<file path="src/rtl/mcu_bus_pkg.sv">
// Shared definitions for the MCU parallel bus receiver: opcodes, receive modes and
// the layout of the status byte returned to the MCU.
package mcu_bus_pkg;

  localparam logic [7:0] CMD_NOP         = 8'h00;
  localparam logic [7:0] CMD_SET_ADDRESS = 8'h01;
  localparam logic [7:0] CMD_WRITE       = 8'h02;

  typedef enum logic [1:0] {
    ModeIdle  = 2'd0,
    ModeAddr  = 2'd1,
    ModeWrite = 2'd2
  } mode_e;

  localparam int unsigned STAT_ADDR_BIT  = 0;
  localparam int unsigned STAT_WRITE_BIT = 1;
  localparam int unsigned STAT_IDX_LSB   = 2;
  localparam int unsigned STAT_ERR_BIT   = 7;

  function automatic logic [7:0] pack_status(mode_e mode, logic [1:0] idx, logic err);
    logic [7:0] s;
    s                      = '0;
    s[STAT_ADDR_BIT]       = (mode == ModeAddr);
    s[STAT_WRITE_BIT]      = (mode == ModeWrite);
    s[STAT_IDX_LSB +: 2]   = idx;
    s[STAT_ERR_BIT]        = err;
    return s;
  endfunction

endpackage

</file>
<file path="src/rtl/mcu_bus_sync.sv">
// Synchronises busclk, bus_in and command_data into sysclk and emits a one-cycle
// strobe per busclk rise together with the byte and command flag aligned to that rise.
module mcu_bus_sync #(
  parameter int unsigned SYNC_STAGES = 2
) (
  input  logic       sysclk,
  input  logic       rst_n,
  input  logic       busclk,
  input  logic [7:0] bus_in,
  input  logic       command_data,
  output logic [7:0] sync_byte,
  output logic       sync_cmd,
  output logic       sync_strobe
);

  logic [SYNC_STAGES-1:0]      clk_sync_q;
  logic [SYNC_STAGES-1:0][8:0] data_sync_q;
  logic                        clk_hist_q;
  logic                        strobe_q;
  logic [8:0]                  word_q;
  logic                        rise;

  assign rise = clk_sync_q[SYNC_STAGES-1] & ~clk_hist_q;

  // busclk stages reset high so a strobe already high at reset release is not an edge.
  always_ff @(posedge sysclk) begin
    if (!rst_n) begin
      clk_sync_q  <= '1;
      data_sync_q <= '0;
      clk_hist_q  <= 1'b1;
      strobe_q    <= 1'b0;
      word_q      <= '0;
    end else begin
      clk_sync_q  <= {clk_sync_q[SYNC_STAGES-2:0], busclk};
      data_sync_q <= {data_sync_q[SYNC_STAGES-2:0], {command_data, bus_in}};
      clk_hist_q  <= clk_sync_q[SYNC_STAGES-1];
      strobe_q    <= rise;
      if (rise) begin
        word_q <= data_sync_q[SYNC_STAGES-1];
      end
    end
  end

  assign sync_strobe = strobe_q;
  assign sync_cmd    = word_q[8];
  assign sync_byte   = word_q[7:0];

endmodule

</file>
<file path="src/rtl/mcu_bus_receiver.sv">
// Slave-side MCU bus receiver: decodes command/data bytes, tracks the write address
// and strobes each byte out to the downstream broker.
module mcu_bus_receiver
  import mcu_bus_pkg::*;
#(
  parameter int unsigned SYNC_STAGES = 2,
  parameter int unsigned ADDR_W      = 32
) (
  input  logic              sysclk,
  input  logic              rst_n,
  input  logic              busclk,
  input  logic [7:0]        bus_in,
  input  logic              command_data,
  output logic [7:0]        bus_out,
  output logic              dataclk,
  output logic              cmdclk,
  output logic [ADDR_W-1:0] address,
  output logic [7:0]        data_out
);

  logic [7:0] sync_byte;
  logic       sync_cmd;
  logic       sync_strobe;

  mcu_bus_sync #(
    .SYNC_STAGES (SYNC_STAGES)
  ) u_sync (
    .sysclk       (sysclk),
    .rst_n        (rst_n),
    .busclk       (busclk),
    .bus_in       (bus_in),
    .command_data (command_data),
    .sync_byte    (sync_byte),
    .sync_cmd     (sync_cmd),
    .sync_strobe  (sync_strobe)
  );

  mode_e             mode_q, mode_d;
  logic [1:0]        idx_q, idx_d;
  logic [ADDR_W-1:0] shadow_q, shadow_d;
  logic [ADDR_W-1:0] addr_q, addr_d;
  logic              err_q, err_d;
  logic [7:0]        data_q, data_d;
  logic              cmdclk_q, cmdclk_d;
  logic              dataclk_q, dataclk_d;
  logic              inc_q, inc_d;
  logic [7:0]        status_q;
  logic [ADDR_W-1:0] shadow_shift;

  assign shadow_shift = {shadow_q[ADDR_W-9:0], sync_byte};

  always_ff @(posedge sysclk) begin
    if (!rst_n) begin
      mode_q    <= ModeIdle;
      idx_q     <= '0;
      shadow_q  <= '0;
      addr_q    <= '0;
      err_q     <= 1'b0;
      data_q    <= '0;
      cmdclk_q  <= 1'b0;
      dataclk_q <= 1'b0;
      inc_q     <= 1'b0;
      status_q  <= '0;
    end else begin
      mode_q    <= mode_d;
      idx_q     <= idx_d;
      shadow_q  <= shadow_d;
      addr_q    <= addr_d;
      err_q     <= err_d;
      data_q    <= data_d;
      cmdclk_q  <= cmdclk_d;
      dataclk_q <= dataclk_d;
      inc_q     <= inc_d;
      status_q  <= pack_status(mode_d, idx_d, err_d);
    end
  end

  always_comb begin
    mode_d    = mode_q;
    idx_d     = idx_q;
    shadow_d  = shadow_q;
    addr_d    = addr_q;
    err_d     = err_q;
    data_d    = data_q;
    cmdclk_d  = 1'b0;
    dataclk_d = 1'b0;
    inc_d     = 1'b0;

    // Address advances the cycle after the data pulse so the pulse sees the target.
    if (inc_q) begin
      addr_d = addr_q + ADDR_W'(1);
    end

    if (sync_strobe) begin
      data_d = sync_byte;
      if (sync_cmd) begin
        cmdclk_d = 1'b1;
        idx_d    = '0;
        case (sync_byte)
          CMD_NOP: mode_d = ModeIdle;
          CMD_SET_ADDRESS: begin
            mode_d   = ModeAddr;
            shadow_d = '0;
            err_d    = 1'b0;
          end
          CMD_WRITE: mode_d = ModeWrite;
          default: begin
            mode_d = ModeIdle;
            err_d  = 1'b1;
          end
        endcase
      end else begin
        unique case (mode_q)
          ModeAddr: begin
            shadow_d = shadow_shift;
            if (idx_q == 2'd3) begin
              addr_d = shadow_shift;
              mode_d = ModeWrite;
              idx_d  = '0;
            end else begin
              idx_d = idx_q + 2'd1;
            end
          end
          ModeWrite: begin
            dataclk_d = 1'b1;
            inc_d     = 1'b1;
          end
          default: ;
        endcase
      end
    end
  end

  assign bus_out  = status_q;
  assign dataclk  = dataclk_q;
  assign cmdclk   = cmdclk_q;
  assign address  = addr_q;
  assign data_out = data_q;

endmodule

</file>
<file path="config.mk">
export PLATFORM = sky130hd
export DESIGN_NAME = mcu_bus_receiver
export DESIGN_NICKNAME = d
export VERILOG_FILES = /design/src/rtl/mcu_bus_pkg.sv /design/src/rtl/mcu_bus_sync.sv /design/src/rtl/mcu_bus_receiver.sv
export SDC_FILE = /design/constraint.sdc
export NUM_CORES = 1
export LEC_CHECK = 0
export ABC_AREA = 1
export BUFFER_PORTS_ARGS = -buffer_cell sky130_fd_sc_hd__buf_2
export CORE_MARGIN = 2
export CORE_UTILIZATION = 55
export DETAILED_ROUTE_END_ITERATION = 10
export GPL_ROUTABILITY_DRIVEN = 0
export GPL_TIMING_DRIVEN = 0
export PLACE_DENSITY = 0.77
export SLEW_MARGIN = 10
export SYNTH_ARGS = -nofsm -noshare
export SYNTH_HDL_FRONTEND = slang
export SYNTH_HIERARCHICAL = 1
export SYNTH_SLANG_ARGS = --single-unit
export TNS_END_PERCENT = 20
</file>
<file path="constraint.sdc">
create_clock -name sysclk -period 1.8 [get_ports sysclk]
set_input_delay 0.09 -clock sysclk [delete_from_list [all_inputs] [get_ports sysclk]]
set_output_delay 0.09 -clock sysclk [all_outputs]
set_load 0.1 [all_outputs]
</file>
[Word level (Yosys, flattened, before mapping)]
Index checks and enable logic that the tools add are counted.
Word-level totals
  register bits: 110
  input port bits: 12
  output and inout bits: 50
  word-level logic and storage cells: 58
Cells by class
  $add $sub $neg: 2
  equal/unequal tests: 8
  muxes and demuxes: 22
  bitwise logic cells: 4
  reduce and logical (&&, ||, !) cells: 6
Operator list (number)
  $mux 32: 5
  $mux 24: 3
  $add 32x1->32 const B: 1
  $mux 2: 8
  $eq 8x1->1 const B: 1
  $eq 8x2->1 const B: 1
  $logic_not 8->1: 1
  $eq 2x2->1 const B: 3
  $eq 2x1->1 const B: 2
  $mux 1: 4
  $pmux 2 s2: 1
  $not 1->1: 3
  $reduce_and 3->1: 1
  $reduce_or 3->1: 1
  $add 2x1->2 const B: 1
  $ne 2x2->1 const B: 1
  $pmux 1 s2: 1
  $reduce_and 2->1: 1
  $reduce_bool 2->1: 1
  $reduce_or 2->1: 1
  $and 1x1->1: 1

[Depth between registers and ports, before layout]
Gate-level depths: netlist of run 1.
  word-level depth: 6
  depth in mapped cells: 10

[Modules after synthesis]
Netlist of run 1, hierarchy kept.
Modules (own cells, without submodules)
  mcu_bus_receiver: instances 1, cells each 541, area an instance 3824.9 um2, seq. area each 1461.4 um2
  mcu_bus_sync: instances 1, cells each 124, area an instance 1008.5 um2, seq. area each 620.6 um2

[Worst setup path before layout of run 1]
Ideal clock, no wire load.
  path type: register to register
  from: register addr_q[0], in the netlist address[0]
  to: register addr_q[14], in the netlist address[14]
  data arrival time: 2.117 ns
  path slack: -0.427 ns
  cell stages (with the launch flop): 11
  clock period less this slack: 2.227 ns
  path through: dfxtp_1 -> ha_1 -> nand2_4 -> nor2_4 -> nand2_2 -> nor2_1 -> nand2_1 -> a21oi_1 -> o21ai_1 -> nand2_1 -> inv_1
Between the ends
  word-level cells in the longest chain between the ends: 6
RTL lines
  start: declaration: line mcu_bus_receiver.sv:41  | logic [ADDR_W-1:0] addr_q, addr_d;
  start signal: assignment: line mcu_bus_receiver.sv:68  | addr_q <= addr_d;
  $add 32x1->32 *: line mcu_bus_receiver.sv:91  | addr_d = addr_q + ADDR_W'(1);
  $mux 32 *: line mcu_bus_receiver.sv:90  | if (inc_q) begin
  $mux 32: line mcu_bus_receiver.sv:116  | if (idx_q == 2'd3) begin
  $mux 32: line mcu_bus_receiver.sv:113  | unique case (mode_q)
  $mux 32: line mcu_bus_receiver.sv:96  | if (sync_cmd) begin
  $mux 32 *: line mcu_bus_receiver.sv:94  | if (sync_strobe) begin
Mark *: on every way between the ends. The rest lies on a longest branch, timed or not.
A chain may end at the register's enable or synchronous reset.

[Worst setup path after layout of run 1]
  from: register addr_q[0], in the netlist address[0]
  to: register addr_q[22], in the netlist address[22]
The elaborated chain is that of the path after synthesis.

==> results of run 1 <==
-- power groups by stage --
stage	Sequential (W)	Combinational (W)	Clock [W]
floorplan	0.00242	0.000156	0
global placement	0.00240	0.000241	0
detailed placement	0.00240	0.000246	0
CTS	0.00234	0.000263	0.00131
global route	0.00235	0.000291	0.00141
finish	0.00234	0.000265	0.00129
-- worst max-delay path, stage by stage, from the launching register on --
cell and delay [ns]:
dfxtp_4 0.38, ha_1 0.22, inv_1 0.06, nor2_1 0.14
nand3_2 0.16, nor2_4 0.19, nand2_1 0.09, nand2_1 0.06
nand2_1 0.04, o21bai_1 0.12, inv_1 0.05
-- path summary, 6_finish.rpt --
check	to	startpoint	depth (start not counted)	slack, ns
setup reg to reg	address[22]	address[0]	10	0.20
hold reg to reg	u_sync/data_sync_q[14]	u_sync/data_sync_q[5]	2	0.42
hold / removal	address[8]	rst_n	4	0.17
setup / recovery	address[22]	address[0]	10	0.20
-- stage by stage --
step	TNS [ns]	util (%)	total power, W	cell area (um2)
5_1_grt	0	64.6	0.00405	5580
3_5_place_dp	0	61.5	0.00264	5310
2_1_floorplan	-0.0849	-	0.00258	4880
6_report	0	64.6	0.00390	5580
3_3_place_gp	0	61.5	0.00264	5310
4_1_cts	0	64.6	0.00392	5580
-- logic make-up (layout without fill, tap and decap cells) --
logic type,count (synthesis),count (layout),synth area share [%]
adder cells (fa/ha/maj),2,2,0.518
AO/OA/AOI/OAI,128,128,13.7
buffers and inverters,144,228,13.6
AND/OR/NAND/NOR,272,272,26.5
flip-flops,104,104,43.1
other,1,3,0.0776
XOR/XNOR,14,14,2.54
-- final cells by class --
cell class                      count  area [um2]  area share (%)
Sequential cell                   104        2120            38.1
Multi-Input combinational cell    419        2100            37.7
Inverter                          113         424            7.61
Timing Repair Buffer               68         390            7.00
Buffer                             31         231            4.15
Clock buffer                       12         135            2.42
Tap cell                          108         135            2.42
Clock inverter                      4        31.3           0.561
-- registers in the layout, indices dropped and copies added, names as in the netlist, named ones only --
| signal | flops |
|---|---|
| data_out | 8 |
| idx_q | 1 |
| mode_q | 2 |
| address | 32 |
| cmdclk | 1 |
| bus_out | 3 |
| u_sync/clk_hist_q | 1 |
| inc_q | 1 |
| u_sync/sync_strobe | 1 |
| u_sync/word_q | 9 |
| u_sync/clk_sync_q | 2 |
| u_sync/data_sync_q | 18 |
| shadow_q | 24 |
-- layout by cell type, fill, tap and decap left out, drive strengths merged, types with 2 or more instances in the layout --
cell type	Yosys	final
xnor2	8	8
nand2	119	119
nor4	2	2
o21ai	52	52
o22ai	3	3
o21a	5	5
dfxtp	104	104
nand3	43	43
o21bai	2	2
buf	22	80
or2	3	3
dlygate4sd3	0	10
a21oi	65	65
inv	113	113
nand3b	3	3
ha	2	2
conb	1	3
nor2	86	86
clkinvlp	0	3
xor2	6	6
nand4	10	10
nor3	6	6
clkbuf	9	21
-- metal layers --
metal	up-vias	share of wire [%]	GRT usage (%)
li1	2243	-	-
met4	0	3.5	12.4
met2	121	48	41.4
met1	2027	44	28.4
met3	31	4.7	3.08
met5	-	0	0
==> results.md, run 1 <==
* Most common cell in the synthesized netlist: nand2_1
* Predominant post-synthesis flop cell: dfxtp_1
* Share of power burned in registers at 60.1%
* Switch share at 25.1%
* Routed vias at 4422
* Net load switching power at 0.000978 W
* YS warnings at 6
* Post-route minimum period at ~1.6 ns
* P&R area growth vs syn at 15.4%
* Fmax at just over 600 MHz
* P_int at between 0.002 and 0.003 W
* Cts repair resizes at 0
* RSZ-0062 raised after global routing: false
* Drt total wl at 11.2 mm
* Dpl hpwl at between 8 and 9 mm
* Relative slew slack at 53.7%
* Fin crit share at approximately nine tenths
* Ys async rst share at 0%
* Final hold viol count at 0
* FP Rows at 34
* Total gr overflow at 0
* Cells after Synth at between 600 and 700
* Status: finished clean
* Max FO, Critical Path at 4
* TritonCTS buffer count at 9
* Area of the core at between 8000 and 9000 um2
* WHS at about 0.17 ns
* Largest net degree at the start of global routing at 17
* WL/cell at between 10 and 15 um
* GRT Total Usage at a little under a quarter
* Clock Tree Root: clkbuf_8
* Hold-fix buffers, CTS at 10
* Setup bufs post-CTS at 0
* Synth top area share at roughly 43%
* Type of origin of the critical path: register
* Synth area leaders: dfxtp_1 43%, nand2_1 8.5%, inv_1 8.2%, a21oi_1 6.7%, nor2_1 5.4%
* TritonCTS clock tree: built
* CP Capture Type: register
* Syn Area/Cell at 7.27 um2
* Fraction of layout cells with a size suffix above 1 at 21.4%
* Clock buffer depth at 2
* Placed insts at between 800 and 900
* ANT cells at 0
* Clock share of power at about 33%
* Pwr per Cell Area at 699 nW/um2
* Max IR drop VDD at about 640 uV
* Net count, final at 760
* Residual DRC at 0
* PortBufs at 58
* Synth Cell Area at 4830 um2
* Arrival @ worst endpoint at 1.87 ns
* Setup WS pre-CTS at ~0.23 ns
* DR vias/cell at 5.15
* CTS Sinks at approximately 100
* Post-synth EDFFs at 0
* Distinct cell type count after synthesis at 35
* Setup-failing EPs final at 0
* Post-synth top area cell: dfxtp_1
* Initial core utilization at around 56%
* Post-route ant nets at 0
* Leak at 2.66 nW
* Post-Layout Cell Count at between 800 and 900
* Clock-pin slew on the worst setup and hold paths at around 0.11 ns
* Die X at a little under 100 um
* Initial DRC Count at between 200 and 250
* Worst EP required at between 2 and 2.5 ns
* Initial antenna violation count at 0
* I/O pin total at 62
* Vias in the first global route at about 4200
* Setup ws final at roughly 0.20 ns
* Post-Route Skew at around 0.019 ns
* Worst slew pin tran at between 0.6 and 0.7 ns
* Comb power frac at 6.8%
* Post-synthesis sequential area ratio at a little over two fifths
* TritonRoute pass-1 iters at 5
* Yosys reg bits at between 100 and 150
* First-pass GRT wire length at roughly 18 mm
* WS Path Type: reg -> reg
* Hold Path Class: in -> reg
* Die Ht at ~98 um
* Htree depth at 3
* Skew-Pair Late Insertion Delay at 0.37 ns
* Max cap viols at 0
* Final Slew Violations at 0
* Die area at between 9000 and 10000 um2
* Post-synth top cells: 109 x nand2_1, 106 x inv_1, 104 x dfxtp_1, 70 x nor2_1, 65 x a21oi_1
* Fillers at 792
No activity file was read; power rests on OpenSTA's default activity.
==> inputs of run 2 (changes only) <==
--- a/config.mk
+++ b/config.mk
@@ -5,14 +5,14 @@
 export SDC_FILE = /design/constraint.sdc
 export NUM_CORES = 1
 export LEC_CHECK = 0
-export ABC_AREA = 1
+export ABC_AREA = 0
 export BUFFER_PORTS_ARGS = -buffer_cell sky130_fd_sc_hd__buf_2
 export CORE_MARGIN = 2
 export CORE_UTILIZATION = 55
 export DETAILED_ROUTE_END_ITERATION = 10
 export GPL_ROUTABILITY_DRIVEN = 0
 export GPL_TIMING_DRIVEN = 0
-export PLACE_DENSITY = 0.77
+export PLACE_DENSITY = 0.78
 export SLEW_MARGIN = 10
 export SYNTH_ARGS = -nofsm -noshare
 export SYNTH_HDL_FRONTEND = slang
==> run 2 against run 1 <==
Against the previous run:
- the flow now finishes with violations (negative setup slack)
- utilization up 11 points
- critical path depth down 4
- design area down 1.8%
- maximum frequency down 16%
- largest cell class unchanged
- setup slack worse by 0.32 ns
==> results.md, run 2 <==
* Status: finished with violations (was finished clean)
* Violated checks: negative setup slack
* I/O pin total at 62 (unchanged)
* Post-synthesis sequential area ratio at 49.8% (was 43.1%)
* Clock Tree Root: clkbuf_8 (unchanged)
* Area of the core at 7290 um2 (was 8640 um2)
* Die X at 91.2 um (was 97.7 um)
* Fraction of layout cells with a size suffix above 1 at 34.3% (was 21.4%)
* Max IR drop VDD at 454 uV (was 641 uV)
* Die Ht at 91.2 um (was 97.7 um)
* Yosys reg bits at 104 (unchanged)
* GRT Total Usage at 24.9% (was 23.7%)
* Predominant post-synthesis flop cell: dfxtp_1 (unchanged)
* Max stage delay cell, worst path: or4_4 (was dfxtp_4)
* Post-route minimum period at 1.92 ns (was 1.60 ns)
* Post-route ant nets at 0 (unchanged)
* First-pass GRT wire length at 16.7 mm (was 18.4 mm)
* Net count, final at 566 (was 760)
* Drt total wl at 10.5 mm (was 11.2 mm)
* Post-Layout Cell Count at 656 (was 859)
* Leak at 2.17 nW (was 2.66 nW)
* Initial core utilization at 57.4% (was 56.0%)
* TritonRoute pass-1 iters at 5 (unchanged)
* Die area at 8320 um2 (was 9550 um2)
* TritonCTS buffer count at 9 (unchanged)
* HP Start: rst_n (unchanged)
* Origin of the worst setup path: address[1] (was address[0])
* Distinct cell type count after synthesis at 46 (was 35)
* Clock-pin slew on the worst setup and hold paths at 0.10 ns (was 0.11 ns)
* Synth Cell Area at 4180 um2 (was 4830 um2)
* Cells after Synth at 450 (was 665)
* P&R area growth vs syn at 31.0% (was 15.4%)
* YS warnings at 6 (unchanged)
* Reg2reg setup slack at -0.12 ns (was 0.20 ns)
* Hold Path Class: in -> reg (unchanged)
* R2R Path Start: address[1] (was address[0])
* DR vias/cell at 5.59 (was 5.15)
* Relative slew slack at 60.7% (was 53.7%)
* Fin crit share at 107% (was 89.1%)
* Routed vias at 3669 (was 4422)
* Initial antenna violation count at 0 (unchanged)
* Setup-failing EPs final at 11 (was 0)
* CP bufs+invs at 0 (was 2)
* Pwr per Cell Area at 715 nW/um2 (was 699 nW/um2)
* Most common cell in the synthesized netlist: dfxtp_1 (was nand2_1)
* Syn Area/Cell at 9.30 um2 (was 7.27 um2)
* Setup ws final at -0.120 ns (was 0.197 ns)
* Arrival @ worst endpoint at 2.15 ns (was 1.87 ns)
* Post-synth top cells: 104 x dfxtp_1, 62 x nor2_1, 30 x nand2_1, 26 x a22oi_1, 22 x xnor2_1 (was 109 x nand2_1, 106 x inv_1, 104 x dfxtp_1, 70 x nor2_1, 65 x a21oi_1)
* Post-synth top area cell: dfxtp_1 (unchanged)
* Worst EP required at 2.04 ns (was 2.07 ns)
* WL/cell at 16.0 um (was 13.1 um)
* Highest-count cells in the layout ignoring fill and taps: 70 x dfxtp_1, 60 x nor2_1, 60 x buf_2, 30 x nand2_1, 30 x dfxtp_4 (was 109 x nand2_1, 106 x inv_1, 74 x dfxtp_1, 70 x nor2_1, 65 x a21oi_1)
* Max FO, Critical Path at 7 (was 4)
* Htree depth at 3 (unchanged)
* Final Slew Violations at 0 (unchanged)
* Fin Setup TNS at -0.394 ns (was 0 ns)
* CP delay by family, top: simple AND/OR/NAND/NOR gates (unchanged)
* ANT cells at 0 (unchanged)
* Max reg flops at 32 (unchanged)
* Residual DRC at 0 (unchanged)
* Worst-path cell chain: ha_4 -> nand4_1 -> or4_4 -> nor4_4 -> xnor2_1 -> o22ai_1 (was ha_1 -> inv_1 -> nor2_1 -> nand3_2 -> nor2_4 -> nand2_1 -> nand2_1 -> nand2_1 -> o21bai_1 -> inv_1)
* Ys async rst share at 0% (unchanged)
* Synth area leaders: dfxtp_1 50%, nor2_1 5.6%, a22oi_1 4.7%, xnor2_1 4.6%, mux2i_1 4.5% (was dfxtp_1 43%, nand2_1 8.5%, inv_1 8.2%, a21oi_1 6.7%, nor2_1 5.4%)
* WS Path Type: reg -> reg (unchanged)
* Max cap viols at 0 (unchanged)
* Clock buffer depth at 2 (unchanged)
* FP Rows at 31 (was 34)
* Post-synth EDFFs at 0 (unchanged)
* Type of origin of the critical path: register (unchanged)
* Worst slew pin tran at 0.589 ns (was 0.691 ns)
* PortBufs at 58 (unchanged)
* Initial DRC Count at 292 (was 234)
* CP Capture Type: register (unchanged)
* Fmax at 521 MHz (was 624 MHz)
* Vias in the first global route at 3469 (was 4163)
* Largest net degree at the start of global routing at 19 (was 17)
* WHS at 0.0774 ns (was 0.171 ns)
* CP max stage delay at 0.67 ns (was 0.38 ns)
* CTS Sinks at 104 (unchanged)
* Total gr overflow at 0 (unchanged)
* Synth top area share at 49.8% (was 43.1%)
* Commonest non-fill, non-tap cell in the layout: dfxtp_1 (was nand2_1)
* Skew-Pair Late Insertion Delay at 0.37 ns (about the same)
* RSZ-0062 raised after global routing: true (was false)
* TritonCTS clock tree: built (unchanged)
* Post-Route Skew at 0.0125 ns (was 0.0186 ns)
* Placed insts at 609 (was 833)
* Dpl hpwl at 7.10 mm (was 8.41 mm)
* Final hold viol count at 0 (unchanged)
* Post-layout util at 75.1% (was 64.6%)
## run 2: changes by cell type in the layout (fill, tap and decap cells not counted), sizes merged, moves of 19 or more
| cell | before | now |
|---|---|---|
| nand2 | 119 | 30 |
| nand3 | 43 | 14 |
| o21ai | 52 | 19 |
| inv | 113 | 9 |
| nor2 | 86 | 62 |
| a21oi | 65 | 18 |
| a22oi | 0 | 26 |
| mux2i | 0 | 19 |
| and2 | 0 | 22 |
## run 2: layout make-up
| cell class | instances | area, um2 |
|---|---|---|
| Timing Repair Buffer | 92 | 587 |
| Clock inverter | 6 | 47.5 |
| Multi-Input combinational cell | 311 | 2170 |
| Inverter | 7 | 26.3 |
| Tap cell | 99 | 124 |
| Sequential cell | 104 | 2200 |
| Clock buffer | 10 | 149 |
| Fill cell | 524 | 1810 |
| Buffer | 27 | 174 |
## run 2: repair_timing
| item | in CTS | in global routing |
|---|---|---|
| setup endpoints to repair | 49 | 42 |
| endpoints found under the hold margin | 10 | 0 |
| buffers inserted | 7 | 16 |
| gates resized for setup | 19 | 35 |
| gates cloned | 0 | 1 |
| hold buffers | 10 | 0 |
| pin swaps | 7 | 13 |
## run 2: tightest hold or removal path, stage by stage
cell     delay (ns)
buf_2          0.17
nand2_1        0.08
o22ai_1        0.06
## run 2: through the flow
step | power (W) | instance area, um2 | setup WS [ns]
after floorplan | 0.00248 | 4400 | -0.182
after global placement | 0.00253 | 4810 | -0.256
after detailed placement | 0.00253 | 4810 | -0.307
after CTS | 0.00393 | 5230 | -0.0805
after global routing | 0.00405 | 5480 | -0.171
final | 0.00391 | 5480 | -0.120
## run 2: cells by family (layout without fill, tap and decap cells)
logic type / count (synthesis) / after routing / share of synthesized area, %
AO/OA/AOI/OAI: 83 / 83 / 12.7
XOR/XNOR: 30 / 30 / 6.28
adder cells (fa/ha/maj): 2 / 2 / 0.598
buffers and inverters: 37 / 142 / 4.61
flip-flops: 104 / 104 / 49.8
multiplexers: 19 / 19 / 4.55
other: 1 / 3 / 0.0897
AND/OR/NAND/NOR: 174 / 174 / 21.4
## run 2: final timing paths
| kind | endpoint | depth (start not counted) |
|---|---|---|
| setup / recovery | address[26] | 6 |
| hold / removal | address[26] | 3 |
| hold reg to reg | u_sync/clk_sync_q[1] | 1 |
| setup reg to reg | address[26] | 6 |
## run 2: routing by layer
| metal | vias to the layer above | wire (um) | global-route usage, % |
|---|---|---|---|
| met4 | 0 | 255 | 9.72 |
| met3 | 26 | 643 | 4.90 |
| met5 | - | 0 | 0 |
| met1 | 1711 | 4310 | 30.8 |
| met2 | 164 | 5310 | 42.6 |
| li1 | 1768 | - | - |
## run 2: power by group
part / total, W / internal (W) / switching, W
clock network: 0.00142 / 0.000603 / 0.000819
registers: 0.00230 / 0.00228 / 0.0000136
logic: 0.000196 / 0.0000653 / 0.000131
total: 0.00391 / 0.00295 / 0.000963
==> inputs of run 3 (changes only) <==
==> constraint.sdc (replaced) <==
create_clock -name sysclk -period 2.2 [get_ports sysclk]
set_input_delay 0.11 -clock sysclk [delete_from_list [all_inputs] [get_ports sysclk]]
set_output_delay 0.11 -clock sysclk [all_outputs]
set_load 0.1 [all_outputs]
==> run 3 against run 2 <==
Against the previous run:
- the flow now finishes without violations
- critical path type unchanged
- global-route usage is 1.4 points lower
- worst hold slack better by 0.031 ns
- sequential power is 17% lower
- setup slack better by 0.22 ns
- clock power is 20% lower
- first-iteration DRC count is 7.9% higher
- cell count is 3.2% lower
- clock-buffer cell count is 3 higher
- combinational power is 19% lower
- utilization is 7.0 points lower
- total power is 18% lower
==> results.md, run 3 (synthesis results as in run 2) <==
* Status: finished clean (was finished with violations)
* P&R area growth vs syn at 18.8% (was 31.0%)
* CP max stage delay at 0.59 ns (was 0.67 ns)
* PortBufs at 58 (unchanged)
* Die area at 8320 um2 (unchanged)
* Max reg flops at 32 (unchanged)
* Worst EP required at 2.42 ns (was 2.04 ns)
* Placed inst area at 4670 um2 (was 4810 um2)
* Max IR drop VDD at 533 uV (was 454 uV)
* Final Slew Violations at 0 (unchanged)
* I/O pin total at 62 (unchanged)
* Setup ws final at 0.0977 ns (was -0.120 ns)
* ANT cells at 0 (unchanged)
* Final hold viol count at 0 (unchanged)
* Leak at 1.92 nW (was 2.17 nW)
* Clock Tree Root: clkbuf_8 (unchanged)
* Fillers at 626 (was 524)
* Type of origin of the critical path: register (unchanged)
* Drt total wl at 9.30 mm (was 10.5 mm)
* WHS at 0.108 ns (was 0.0774 ns)
* WL/cell at 14.7 um (was 16.0 um)
* TritonCTS clock tree: built (unchanged)
* Fin crit share at 95.6% (was 107%)
* Post-Route Skew at 0.0150 ns (was 0.0125 ns)
* Setup-failing EPs final at 0 (was 11)
* Die X at 91.2 um (unchanged)
* FP Rows at 31 (unchanged)
* Largest net degree at the start of global routing at 17 (was 19)
* CTS Sinks at 104 (unchanged)
* RSZ-0062 raised after global routing: true (unchanged)
* Worst-path cell chain: or4_1 -> nor4_1 -> o21ai_1 -> clkbuf_1 -> a22oi_1 -> nor2_1 (was ha_4 -> nand4_1 -> or4_4 -> nor4_4 -> xnor2_1 -> o22ai_1)
* Setup WS pre-CTS at 0.116 ns (was -0.307 ns)
* Residual DRC at 0 (unchanged)
* Non-Filler Cell Area, Final at 4970 um2 (was 5480 um2)
* Initial core utilization at 57.4% (unchanged)
* Hold Path Class: in -> reg (unchanged)
* Arrival @ worst endpoint at 2.32 ns (was 2.15 ns)
* Skew-Pair Late Insertion Delay at 0.35 ns (was 0.37 ns)
* Vias in the first global route at 3288 (was 3469)
* Clock buffer depth at 2 (unchanged)
* Max FO, Critical Path at 10 (was 7)
* Max cap viols at 0 (unchanged)
* Post-route minimum period at 2.10 ns (was 1.92 ns)
* Routed vias at 3459 (was 3669)
* Area of the core at 7290 um2 (unchanged)
* Max stage delay cell, worst path: or4_1 (was or4_4)
* Die Ht at 91.2 um (unchanged)
* GRT Total Usage at 23.4% (was 24.9%)
* Clock-pin slew on the worst setup and hold paths at 0.10 ns (about the same)
* Relative slew slack at 57.4% (was 60.7%)
* Setup bufs post-CTS at 0 (was 7)
* First-pass GRT wire length at 15.7 mm (was 16.7 mm)
* Total gr overflow at 0 (unchanged)
* Net count, final at 545 (was 566)
* Initial DRC Count at 315 (was 292)
* Htree depth at 3 (unchanged)
* Post-route ant nets at 0 (unchanged)
* Fmax at 476 MHz (was 521 MHz)
* WS Path Type: reg -> reg (unchanged)
* TritonCTS buffer count at 9 (unchanged)
* Worst slew pin tran at 0.639 ns (was 0.589 ns)
* Initial antenna violation count at 0 (unchanged)
* Pwr per Cell Area at 643 nW/um2 (was 715 nW/um2)
* DR vias/cell at 5.45 (was 5.59)
* CP Capture Type: register (unchanged)
* Highest-count cells in the layout ignoring fill and taps: 75 x dfxtp_1, 62 x nor2_1, 60 x buf_2, 30 x nand2_1, 26 x a22oi_1 (was 70 x dfxtp_1, 60 x nor2_1, 60 x buf_2, 30 x nand2_1, 30 x dfxtp_4)
* Fraction of layout cells with a size suffix above 1 at 22.8% (was 34.3%)
* Dpl hpwl at 6.73 mm (was 7.10 mm)
* TritonRoute pass-1 iters at 5 (unchanged)
* Commonest non-fill, non-tap cell in the layout: dfxtp_1 (unchanged)
## run 3: cell count changes in the layout (fill, tap and decap cells not counted), sizes merged
cell,previous run,this run
buf,94,70
clkbuf,24,30
inv,9,7
clkinvlp,1,0
## run 3: path summary, 6_finish.rpt
kind	cells past startpoint	endpoint	startpoint	slack, ns
hold reg to reg	1	u_sync/clk_sync_q[1]	u_sync/clk_sync_q[0]	0.42
setup / recovery	6	shadow_q[13]	u_sync/word_q[7]	0.1
hold / removal	3	address[26]	rst_n	0.11
setup reg to reg	6	shadow_q[13]	u_sync/word_q[7]	0.1
## run 3: worst max-delay path: cells and delay by family (launching register included)
family	cells	cell delay (ns)
DFF	1	0.37
buffers and inverters	1	0.28
AOI/OAI and AO/OA	2	0.43
and+or+nand+nor	3	0.90
## run 3: power by group
part,internal [W],leakage (nW),switching [W]
registers,0.00189,0.860,0.0000106
logic,0.0000524,0.957,0.000106
clock network,0.000518,0.0991,0.000615
## run 3: layer usage
layer / part of all wire [%] / vias up / wire length [um] / track usage [%]
li1: - / 1732 / - / -
met1: 44 / 1585 / 4090 / 29.6
met2: 48 / 129 / 4500 / 40.6
met3: 6.0 / 13 / 559 / 3.73
met4: 1.6 / 0 / 148 / 8.21
met5: 0 / - / 0 / 0
## run 3: metrics by stage
stage	utilization, %	setup TNS (ns)	power [W]	instances
after detailed placement	64.0	0	0.00209	609
final	68.1	0	0.00319	635
after global placement	64.0	0	0.00209	609
after global routing	68.1	-0.0757	0.00329	635
after floorplan	-	-0.0207	0.00205	452
after CTS	68.0	0	0.00321	635
## run 3: what timing repair did
item,CTS,global route
gates resized for setup,0,1
endpoints found under the setup margin,0,4
hold endpoints to repair,10,0
hold buffers,10,0
## run 3: cell type report
type | count | area, um2 | share of cell area (%)
sequential | 104 | 2150 | 43.2
multi-input combinational | 311 | 1920 | 38.7
timing repair buffer | 68 | 390 | 7.86
clock buffer | 13 | 170 | 3.43
buffer | 30 | 166 | 3.35
tap | 99 | 124 | 2.49
inverter | 7 | 26.3 | 0.529
clock inverter | 3 | 22.5 | 0.453
